`src/rtl/riscv_md_unit.sv`:
```
// PCPI multiply/divide coprocessor for the RV32M/RV64M instructions.
// Multiplies by iterative shift-add and divides by restoring division.
module riscv_md_unit #(
  parameter int XLEN      = 32,
  parameter int MUL_BITS  = 2,
  parameter bit EARLY_OUT = 1'b1
) (
  input  logic            clk,
  input  logic            reset,
  input  logic            valid,
  input  logic [31:0]     instruction,
  input  logic [XLEN-1:0] rs1,
  input  logic [XLEN-1:0] rs2,
  output logic            wr,
  output logic [XLEN-1:0] rd,
  output logic            busy,
  output logic            ready
);

  localparam int NM = XLEN / MUL_BITS;
  localparam int CW = $clog2(XLEN);

  localparam logic [2:0] S_IDLE  = 3'd0;
  localparam logic [2:0] S_MUL   = 3'd1;
  localparam logic [2:0] S_DIV   = 3'd2;
  localparam logic [2:0] S_FIXUP = 3'd3;
  localparam logic [2:0] S_DONE  = 3'd4;
  localparam logic [2:0] S_HOLD  = 3'd5;

  function automatic logic [XLEN-1:0] neg_if(input logic [XLEN-1:0] v, input logic n);
    return n ? -v : v;
  endfunction

  function automatic logic [2*XLEN-1:0] neg2_if(input logic [2*XLEN-1:0] v, input logic n);
    return n ? -v : v;
  endfunction

  logic [2:0]        state_q, state_d;
  logic [CW-1:0]     cnt_q, cnt_d;
  logic [2:0]        op_q, op_d;
  logic [XLEN-1:0]   a_q, a_d;
  logic [XLEN-1:0]   b_q, b_d;
  logic              sa_q, sa_d;
  logic              sb_q, sb_d;
  logic [2*XLEN-1:0] prod_q, prod_d;

  // Decode and operand sign capture for the incoming request
  logic [2:0]      f3;
  logic            match, sgn_a_in, sgn_b_in, sa_in, sb_in, div0_in, ovf_in;
  logic            unused_bits;

  assign f3       = instruction[14:12];
  assign match    = (instruction[6:0] == 7'b0110011) && (instruction[31:25] == 7'b0000001);
  assign sgn_a_in = f3[2] ? ~f3[0] : (f3 != 3'd3);
  assign sgn_b_in = f3[2] ? ~f3[0] : ~f3[1];
  assign sa_in    = sgn_a_in & rs1[XLEN-1];
  assign sb_in    = sgn_b_in & rs2[XLEN-1];
  assign div0_in  = (rs2 == '0);
  assign ovf_in   = f3[2] & ~f3[0] & (rs1 == {1'b1, {(XLEN-1){1'b0}}}) & (rs2 == '1);

  // Iteration datapath, working on magnitudes of the latched operands
  logic [XLEN-1:0]          mcand, divisor;
  logic [XLEN+MUL_BITS-1:0] partial, msum;
  logic [2*XLEN-1:0]        mul_next, div_next;
  logic [XLEN:0]            shifted;
  logic [XLEN+1:0]          trial;
  logic                     fits;

  assign mcand    = neg_if(a_q, sa_q);
  assign divisor  = neg_if(b_q, sb_q);
  assign partial  = {{MUL_BITS{1'b0}}, mcand} * {{XLEN{1'b0}}, prod_q[MUL_BITS-1:0]};
  assign msum     = {{MUL_BITS{1'b0}}, prod_q[2*XLEN-1:XLEN]} + partial;
  assign mul_next = {msum, prod_q[XLEN-1:MUL_BITS]};

  assign shifted  = {prod_q[2*XLEN-1:XLEN], prod_q[XLEN-1]};
  assign trial    = {1'b0, shifted} - {2'b00, divisor};
  assign fits     = ~trial[XLEN+1];
  assign div_next = {(fits ? trial[XLEN-1:0] : shifted[XLEN-1:0]), prod_q[XLEN-2:0], fits};

  assign unused_bits = ^{instruction[24:15], instruction[11:7], trial[XLEN]};

  always_comb begin
    state_d = state_q;
    cnt_d   = cnt_q;
    op_d    = op_q;
    a_d     = a_q;
    b_d     = b_q;
    sa_d    = sa_q;
    sb_d    = sb_q;
    prod_d  = prod_q;
    case (state_q)
      S_IDLE: begin
        if (valid && match) begin
          op_d = f3;
          a_d  = rs1;
          b_d  = rs2;
          sa_d = sa_in;
          sb_d = sb_in;
          if (f3[2]) begin
            if (EARLY_OUT && (div0_in || ovf_in)) begin
              // Results are preloaded as magnitudes; FIXUP applies the signs
              prod_d  = div0_in ? {neg_if(rs1, sa_in), {XLEN{1'b1}}} : {{XLEN{1'b0}}, rs1};
              state_d = S_FIXUP;
            end else begin
              prod_d  = {{XLEN{1'b0}}, neg_if(rs1, sa_in)};
              cnt_d   = CW'(XLEN - 1);
              state_d = S_DIV;
            end
          end else begin
            prod_d  = {{XLEN{1'b0}}, neg_if(rs2, sb_in)};
            cnt_d   = CW'(NM - 1);
            state_d = S_MUL;
          end
        end
      end
      S_MUL, S_DIV: begin
        if (!valid) begin
          state_d = S_IDLE;
        end else begin
          prod_d = (state_q == S_MUL) ? mul_next : div_next;
          if (cnt_q == '0) state_d = S_FIXUP;
          else             cnt_d   = cnt_q - CW'(1);
        end
      end
      S_FIXUP: begin
        if (!valid) begin
          state_d = S_IDLE;
        end else begin
          if (op_q[2]) begin
            prod_d = {neg_if(prod_q[2*XLEN-1:XLEN], sa_q),
                      neg_if(prod_q[XLEN-1:0], (sa_q ^ sb_q) && (b_q != '0))};
          end else begin
            prod_d = neg2_if(prod_q, sa_q ^ sb_q);
          end
          state_d = S_DONE;
        end
      end
      S_DONE:  state_d = S_HOLD;
      S_HOLD:  state_d = S_IDLE;
      default: state_d = S_IDLE;
    endcase
  end

  always_ff @(posedge clk or posedge reset) begin
    if (reset) begin
      state_q <= S_IDLE;
      cnt_q   <= '0;
      op_q    <= '0;
      a_q     <= '0;
      b_q     <= '0;
      sa_q    <= 1'b0;
      sb_q    <= 1'b0;
      prod_q  <= '0;
    end else begin
      state_q <= state_d;
      cnt_q   <= cnt_d;
      op_q    <= op_d;
      a_q     <= a_d;
      b_q     <= b_d;
      sa_q    <= sa_d;
      sb_q    <= sb_d;
      prod_q  <= prod_d;
    end
  end

  // MUL, DIV and DIVU return the low half; high products and remainders the high half
  always_comb begin
    ready = (state_q == S_DONE);
    wr    = ready;
    busy  = (state_q == S_MUL) || (state_q == S_DIV) || (state_q == S_FIXUP) || (state_q == S_DONE);
    rd    = '0;
    if (ready) begin
      if ((op_q == 3'd0) || (op_q == 3'd4) || (op_q == 3'd5)) rd = prod_q[XLEN-1:0];
      else                                                   rd = prod_q[2*XLEN-1:XLEN];
    end
  end

endmodule

```
`config.mk`:
```
export PLATFORM = sky130hd
export DESIGN_NAME = riscv_md_unit
export DESIGN_NICKNAME = d
export VERILOG_FILES = /design/src/rtl/riscv_md_unit.sv
export SDC_FILE = /design/constraint.sdc
export NUM_CORES = 1
export LEC_CHECK = 0
export ABC_CLOCK_PERIOD_IN_PS = 15960
export CAP_MARGIN = 40
export CORE_UTILIZATION = 45
export CTS_CLUSTER_DIAMETER = 50
export DETAILED_ROUTE_END_ITERATION = 8
export PLACE_DENSITY_LB_ADDON = 0.08
export SLEW_MARGIN = 20
export SYNTH_ARGS = -nofsm -noshare
export SYNTH_HDL_FRONTEND = slang
export SYNTH_SLANG_ARGS = --single-unit
```
`constraint.sdc`:
```
create_clock -name clk -period 15.96 [get_ports clk]
set_input_delay 3.192 -clock clk [delete_from_list [all_inputs] [get_ports clk]]
set_output_delay 3.192 -clock clk [all_outputs]
set_load 0.01 [all_outputs]
```
Yosys cells after proc, flatten, opt, wreduce, memory -nomap -nowiden
Cells that the tools add are included.

Muxes and demuxes: 34. Reductions and logical operators: 22. Bitwise operators: 9. $add $sub $neg: 10. Multiply operators: 1. Equality and inequality tests: 20.

Operators with widths (count): two-way mux 64 bit (9); two-way mux 32 bit (9); negator 32 bit (6); one-hot mux 64 bit (3 select lines) (1); == test 32 bit (second input constant) (2); negator 64 bit (1); adder 32 x 34 -> 34 bit (1); multiplier 32 x 2 -> 34 bit (1); subtractor 33 x 32 -> 34 bit (1); logical NOT 32 bit (1); nonzero test 32 bit (1); two-way mux 5 bit (5); two-way mux 3 bit (5); != test 3 bit (second input constant) (5); one-hot mux 3 bit (4 select lines) (1); AND reduction 6 bit (2); one-hot mux 5 bit (2 select lines) (1); == test 3 bit (second input constant) (3); != test 2 bit (second input constant) (4); == test 7 x 1 -> 1 bit (second input constant) (1); == test 7 x 6 -> 1 bit (second input constant) (1); == test 3 x 2 -> 1 bit (second input constant) (2); logical NOT 3 bit (2); logical OR 1 bit (6); 14 further kinds (25).

Output and inout bits: 35. Logic and storage cells: 105. Bits in registers: 141.

Logic depth before layout (Yosys ltp)
Gate-level depths: netlist (run 1).

Depth in word-level cells: 9. Mapped depth: 22. Mapped depth without buffers: 22.

Worst setup path after synthesis (run 1)
Ideal clock, no wire load.

Path type: input to register. Start point: in rs1[1]. End point: reg prod_q[3]. Buffers on the path: 2. Library setup time: 121 ps. Stages: 14. Arrival: 5832 ps. Path slack: 10007 ps. Data required time: 15839 ps. Cells stage by stage: inv_1 ha_1 nor4b_1 nand3_1 nor4_1 inv_1 or3_1 buf_6 clkinv_4 buf_12 o21ai_2 o211ai_2 o221ai_2 a22o_1.

Cells in the longest elaborated chain, start to end: 8. Elaborated cells between the ends (all ways): 10. Classes of those cells: add/sub: 1; eq/ne: 1; mux: 5; bitwise: 2; reduce/logical: 1.

Ends and longest elaborated chain: start: declaration (RTL line 12) `input logic [XLEN-1:0] rs1,`; branches (longest 4 deep; another with negator 32 bit); two-way mux 64 bit * (RTL line 100) `if (EARLY_OUT && (div0_in || ovf_in)) begin`; two-way mux 64 bit * (RTL line 99) `if (f3[2]) begin`; two-way mux 64 bit * (RTL line 93) `if (valid && match) begin`; one-hot mux 64 bit (3 select lines) * (RTL line 91) `case (state_q)`; end signal: assignment (RTL line 162) `prod_q <= prod_d;`; end: declaration (RTL line 45) `logic [2*XLEN-1:0] prod_q, prod_d;`.

Mark *: on every way between the ends. The select of a mux whose other input is x is not followed. A chain may end at the register's enable or synchronous reset.

Worst setup path in the final report (run 1)
Start point: in rs2[0]. End point: reg prod_q[62].

Cells in the longest elaborated chain, start to end: 7. Elaborated cells between the ends (all ways): 9. Classes of those cells: eq/ne: 1; mux: 5; bitwise: 1; reduce/logical: 2.

Ends and longest elaborated chain: start: declaration (RTL line 13) `input logic [XLEN-1:0] rs2,`; == test 32 bit (RTL line 59) `assign ovf_in = f3[2] & ~f3[0] & (rs1 == {1'b1, {(XLEN-1){1'b0}}}) & (rs2 == '1);`; AND 1 bit (RTL line 59); logical OR 1 bit (RTL line 100); two-way mux 64 bit * (RTL line 100); two-way mux 64 bit * (RTL line 99); two-way mux 64 bit * (RTL line 93); one-hot mux 64 bit (3 select lines) * (RTL line 91).

Mark *: on every way between the ends. The rest lies on a longest branch, timed or not. The select of a mux whose other input is x is not followed.

==> results_dict.tcl, run 1 <==
set metrics [dict create \
    maxCapViolCount 0 \
    syn-num-nets 2386 \
    syn_avg_cell_area_um2 7.52 \
    synth_edf_count 0 \
    slew-limit-headroom_pct 34.5 \
    drtPass1Iterations 6 \
    die-area_um2 37200 \
    final_cell_mix "nand2_1, a21oi_1, o21ai_0, nor2_1, dfrtp_1" \
    critical_path_class "primary input to flip-flop" \
    yosys_warnings 0 \
    yosysUniqueCellTypes 89 \
    grt_use_total_pct 36.8 \
    tightest_slew_ns 0.975 \
    grt_pass1_wl_mm 101 \
    syn_inst 2180 \
    report.final.slew_viol_count 0 \
    port_buffers 118 \
    postCtsSetupBuffers 0 \
    synth_fa_ha_area_share_pct 9.68 \
    totalNegativeSetupSlack_ns 0 \
    drt_iter0_markers 1818 \
    antenna_found_initial 2 \
    vias 17500 \
    power_density_nw_per_um2 140 \
    crit_arrival_ns 7.44 \
    drive_gt1_share_pct 7.29 \
    wl_per_cell_um 25.1 \
    grt_max_degree 58 \
    dpl.cell_count 2661 \
    dp_hpwl_mm 52.4 \
    die_w_um 193 \
    path_clk_slew_ns 0.08 \
    cts_buffers 17 \
    final_common_cell "nand2_1" \
    fin_cells 2697 \
    post-route-drc-count 0 \
    hold_class "flip-flop to flip-flop" \
    clock_skew_ns 0.0129 \
    timing.fmax_mhz 142 \
    ys_seq_area_share_pct 21.5 \
    cts_tree "yes" \
    ys_seq_elements 141 \
    synthesis.area_um2 16400 \
    status "finished, final reports clean" \
    startpoint_type "primary input" \
    ctsResizeCount 0 \
    place.gp.congestion 1.01 \
    power.leakage_nw 7.93 \
    hold_buffers 0 \
    grt_pass1_vias 16500 \
    period_needed_ns 7.04 \
    area_growth_pct 13.2 \
    clk_latency_ns 0.47 \
    finalHoldViolCount 0 \
    fin_hold_ws_ns 0.522 \
    drt-vias-per-instance 6.50 \
    die_y_um 193 \
    dpl_cell_area_um2 17900 \
    row_count 69 \
    peakVddDrop_v 0.000163 \
    rsz0062_at_grt "no" \
    start_util_pct 45.8 \
    synthArstFlopShare_pct 100 \
    crit_path_end_kind "flip-flop" \
    cp.required_ns 16.36 \
    clkSinkCount 141 \
    postRouteWirelength_mm 67.8 \
    ys.flop_type "dfrtp_1" \
    finalCritPeriodShare_pct 44.1 \
    final_nets 2428 \
    core_um2 35700 \
    worstRegToRegCells 21 \
    synth_compound_area_share_pct 26.3 \
    ant_nets 0 \
    r2r_slack_ns 9.96 \
    setup_viol 0 \
    hold_depth 1 \
    cts_root_buf "clkbuf_16" \
    synth-xor-area-share_pct 9.03 \
    path_max_fanout 21 \
    synth_top_family_by_area "compound AO/OA/AOI/OAI gates" \
    synth-simple-area-share_pct 21.1 \
    io_pins 134 \
    fin_area_um2 18500 \
    synth.area.mux_share_pct 5.98 \
    clk_path_buf_depth 2 \
    overflow 0 \
    htreeDepth 4 \
]
[critical path: stages]
cell	delay (ns)
clkdlybuf4s50_1	0.62
inv_1	0.25
ha_1	0.23
nor3b_1	0.31
nand2_1	0.12
nor4_1	0.56
buf_1	0.26
and3_1	0.35
nand3_1	0.11
buf_4	0.26
o311ai_0	0.69
nor2_1	0.11
mux2_2	0.29
nor2_1	0.09
[where the power goes]
part           total [mW]  internal [mW]  switching [mW]
registers           0.625          0.431           0.193
logic                1.55          0.561           0.986
clock network       0.433          0.224           0.209
total                2.60           1.22            1.39
[worst paths after layout]
check / startpoint / endpoint
setup / recovery: rs2[0] / prod_q[62]
min in group asynchronous: reset / prod_q[6]
hold reg to reg: cnt_q[2] / cnt_q[2]
hold / removal: cnt_q[2] / cnt_q[2]
setup reg to reg: a_q[2] / prod_q[63]
max in group asynchronous: reset / a_q[19]
[registers in the layout, indices dropped and copies added (netlist names)]
| signal | count |
|---|---|
| a_q | 32 |
| b_q | 32 |
| cnt_q | 5 |
| op_q | 3 |
| prod_q | 64 |
| sa_q | 1 |
| sb_q | 1 |
| state_q | 3 |
[per-stage QoR]
stage                     setup WS, ns  total power, mW  util, %
after floorplan                   8.99             1.62        -
after global placement            8.47             2.10     49.9
after detailed placement          8.67             2.12     50.1
after CTS                         9.16             2.56     51.7
after global routing              8.82             2.77     51.9
final                             8.92             2.60     51.9
[logic make-up (layout without fill, tap and decap cells)]
kind of cell	after synthesis	after routing
AND/OR/NAND/NOR	729	729
AO/OA/AOI/OAI	679	679
buffers and inverters	265	320
XOR/XNOR	169	169
flip-flops	141	141
adder cells (fa/ha/maj)	107	107
multiplexers	90	90
other	0	1
[cell type report]
cell class,count,area (um^2)
fill,3569,17200
multi-input combinational,1774,11800
sequential,141,3530
timing repair buffer,152,1480
tap,461,577
inverter,136,520
clock buffer,17,425
clock inverter,15,169
antenna,1,2.50
[metal layers]
metal  up-vias  track usage, %  wire, um
li1       7957               -         -
met1      8474            48.2     27900
met2       912            56.6     30000
met3       192            8.57      6260
met4         2            18.1      3590
met5         -               0        40
[synth_stat cells (42+ instances only)]
cell | instances | area, um^2
o21ai_0 | 182 | 911
nor3_1 | 60 | 300
a21oi_1 | 191 | 956
inv_1 | 134 | 503
o31ai_1 | 42 | 315
clkbuf_1 | 111 | 417
nor2_1 | 142 | 533
xnor2_1 | 91 | 797
ha_1 | 74 | 926
dfrtp_1 | 141 | 3530
mux2_2 | 63 | 709
nand2_1 | 295 | 1110
xor2_1 | 78 | 683
(Power assumes the default switching activity.)
==> inputs of run 2 (changes only) <==
- ABC_CLOCK_PERIOD_IN_PS: 15960 -> 6850
- clock period: 15.96 -> 6.85 ns (I/O delays scaled with it)
==> results_dict.tcl, run 2 (same netlist as run 1, synthesis figures left out) <==
set metrics [dict create \
    worstRegToRegCells 21 \
    grt_use_total_pct 37.6 \
    tightest_slew_ns 0.943 \
    fin_hold_ws_ns 0.521 \
    slowest_delay_ns 0.78 \
    die_w_um 193 \
    power_density_nw_per_um2 324 \
    cts_buffers 17 \
    hold_buffers 0 \
    postCtsSetupBuffers 0 \
    status "finished, final reports clean" \
    slew-limit-headroom_pct 36.7 \
    clkSinkCount 141 \
    path_max_fanout 5 \
    vias 17600 \
    hold_class "flip-flop to flip-flop" \
    period_needed_ns 6.00 \
    clk_path_buf_depth 2 \
    fin_area_um2 18500 \
    drt_iter0_markers 1801 \
    top_register "prod_q" \
    peakVddDrop_v 0.000228 \
    timing.fmax_mhz 167 \
    totalNegativeSetupSlack_ns 0 \
    grt_max_degree 74 \
    area_growth_pct 13.1 \
    cts_tree "yes" \
    io_pins 134 \
    row_count 69 \
    place.gp.congestion 0.985 \
    ctsResizeCount 0 \
    dp_hpwl_mm 54.1 \
    slowest_stage "a2111oi_0" \
    final_cell_mix "nand2_1, a21oi_1, o21ai_0, dfrtp_1, nor2_1" \
    dpl.cell_count 2668 \
    start_util_pct 45.8 \
    largest_reg_flops 64 \
    final_nets 2437 \
    ant_nets 0 \
    die-area_um2 37200 \
    crit_arrival_ns 6.31 \
    critical_path_class "flip-flop to flip-flop" \
    maxCapViolCount 0 \
    setup_viol 0 \
    report.final.slew_viol_count 0 \
    antenna_found_initial 6 \
    fin_util_pct 51.9 \
    p_total_mw 6.01 \
    rsz0062_at_grt "no" \
    port_buffers 118 \
    clock_skew_ns 0.0131 \
    post-route-drc-count 0 \
    final_common_cell "nand2_1" \
    drt-vias-per-instance 6.50 \
    cp.required_ns 7.16 \
    grt_pass1_wl_mm 102 \
    drtPass1Iterations 6 \
    htreeDepth 4 \
    postRouteWirelength_mm 69.5 \
    finalHoldViolCount 0 \
    cts_root_buf "clkbuf_16" \
    startpoint_type "flip-flop" \
    path_clk_slew_ns 0.06 \
    dpl_cell_area_um2 18000 \
    overflow 0 \
    clk_latency_ns 0.46 \
    finalCritPeriodShare_pct 87.6 \
    hold_depth 1 \
    reg_top3 "prod_q: 64 flops, a_q: 32 flops, b_q: 32 flops" \
    crit_path_end_kind "flip-flop" \
    crit_chain "nor3_1 -> nand2b_1 -> or4_1 -> nor2_1 -> nand2_1 -> o31ai_1 -> xnor2_1 -> nand2_1 -> fa_1 -> inv_1 -> ha_1 -> nand3_1 -> nor4_1 -> a2111oi_0 -> o21ai_1 -> a41oi_1 -> o21ai_1 -> a21oi_1 -> mux2_2 -> o221ai_1 -> nand3_1" \
    fin_ws_ns 0.852 \
    wl_per_cell_um 25.7 \
    preCtsSetupSlack_ns 0.926 \
    grt_pass1_vias 16000 \
    die_y_um 193 \
    core_um2 35700 \
    power.leakage_nw 7.93 \
    drive_gt1_share_pct 7.54 \
    fin_cells 2704 \
]
[run 2: cell count changes in the layout (fill, tap and decap cells not counted), moves of 3 or more]
cell,delta
clkinvlp_4,+3
buf_4,+7
clkbuf_4,+4
inv_8,-7
inv_6,-4
clkbuf_8,+3
[run 2: layout make-up]
cell class | instances | area, um^2
fill | 3558 | 17200
multi-input combinational | 1774 | 11800
sequential | 141 | 3530
timing repair buffer | 161 | 1540
tap | 461 | 577
inverter | 136 | 520
clock buffer | 23 | 478
clock inverter | 6 | 40.0
antenna | 2 | 5.00
[run 2: metal layers]
layer	vias to the layer above	track usage (%)	part of all wire, %
met3	184	8.55	8.7
met5	-	0	0.053
met1	8510	50.4	43
met4	6	19.0	5.4
met2	896	56.4	43
li1	7975	-	-
[run 2: worst max-delay path: cells and delay by family, from the launching register on]
kind / cells / cell delay, ns
compound gates: 7 / 2.36
simple gates: 9 / 1.63
fa+ha+maj: 2 / 0.84
flops: 1 / 0.43
mux: 1 / 0.37
xor+xnor: 1 / 0.18
buf+inv: 1 / 0.04
[run 2: path summary, 6_finish.rpt]
path | from | endpoint | slack (ns)
worst min-delay path | cnt_q[2] | cnt_q[2] | 0.52
min in group asynchronous | reset | prod_q[15] | 1.40
worst min register to register | cnt_q[2] | cnt_q[2] | 0.52
worst max register to register | a_q[2] | prod_q[60] | 0.85
worst max-delay path | a_q[2] | prod_q[60] | 0.85
max in group asynchronous | reset | a_q[12] | 4.34
[run 2: where the power goes]
| group | switching (mW) | internal [mW] | leakage, nW |
|---|---|---|---|
| clock | 0.398 | 0.484 | 0.243 |
| combinational | 2.30 | 1.34 | 5.80 |
| sequential | 0.487 | 1.01 | 1.88 |
| total | 3.18 | 2.83 | 7.93 |
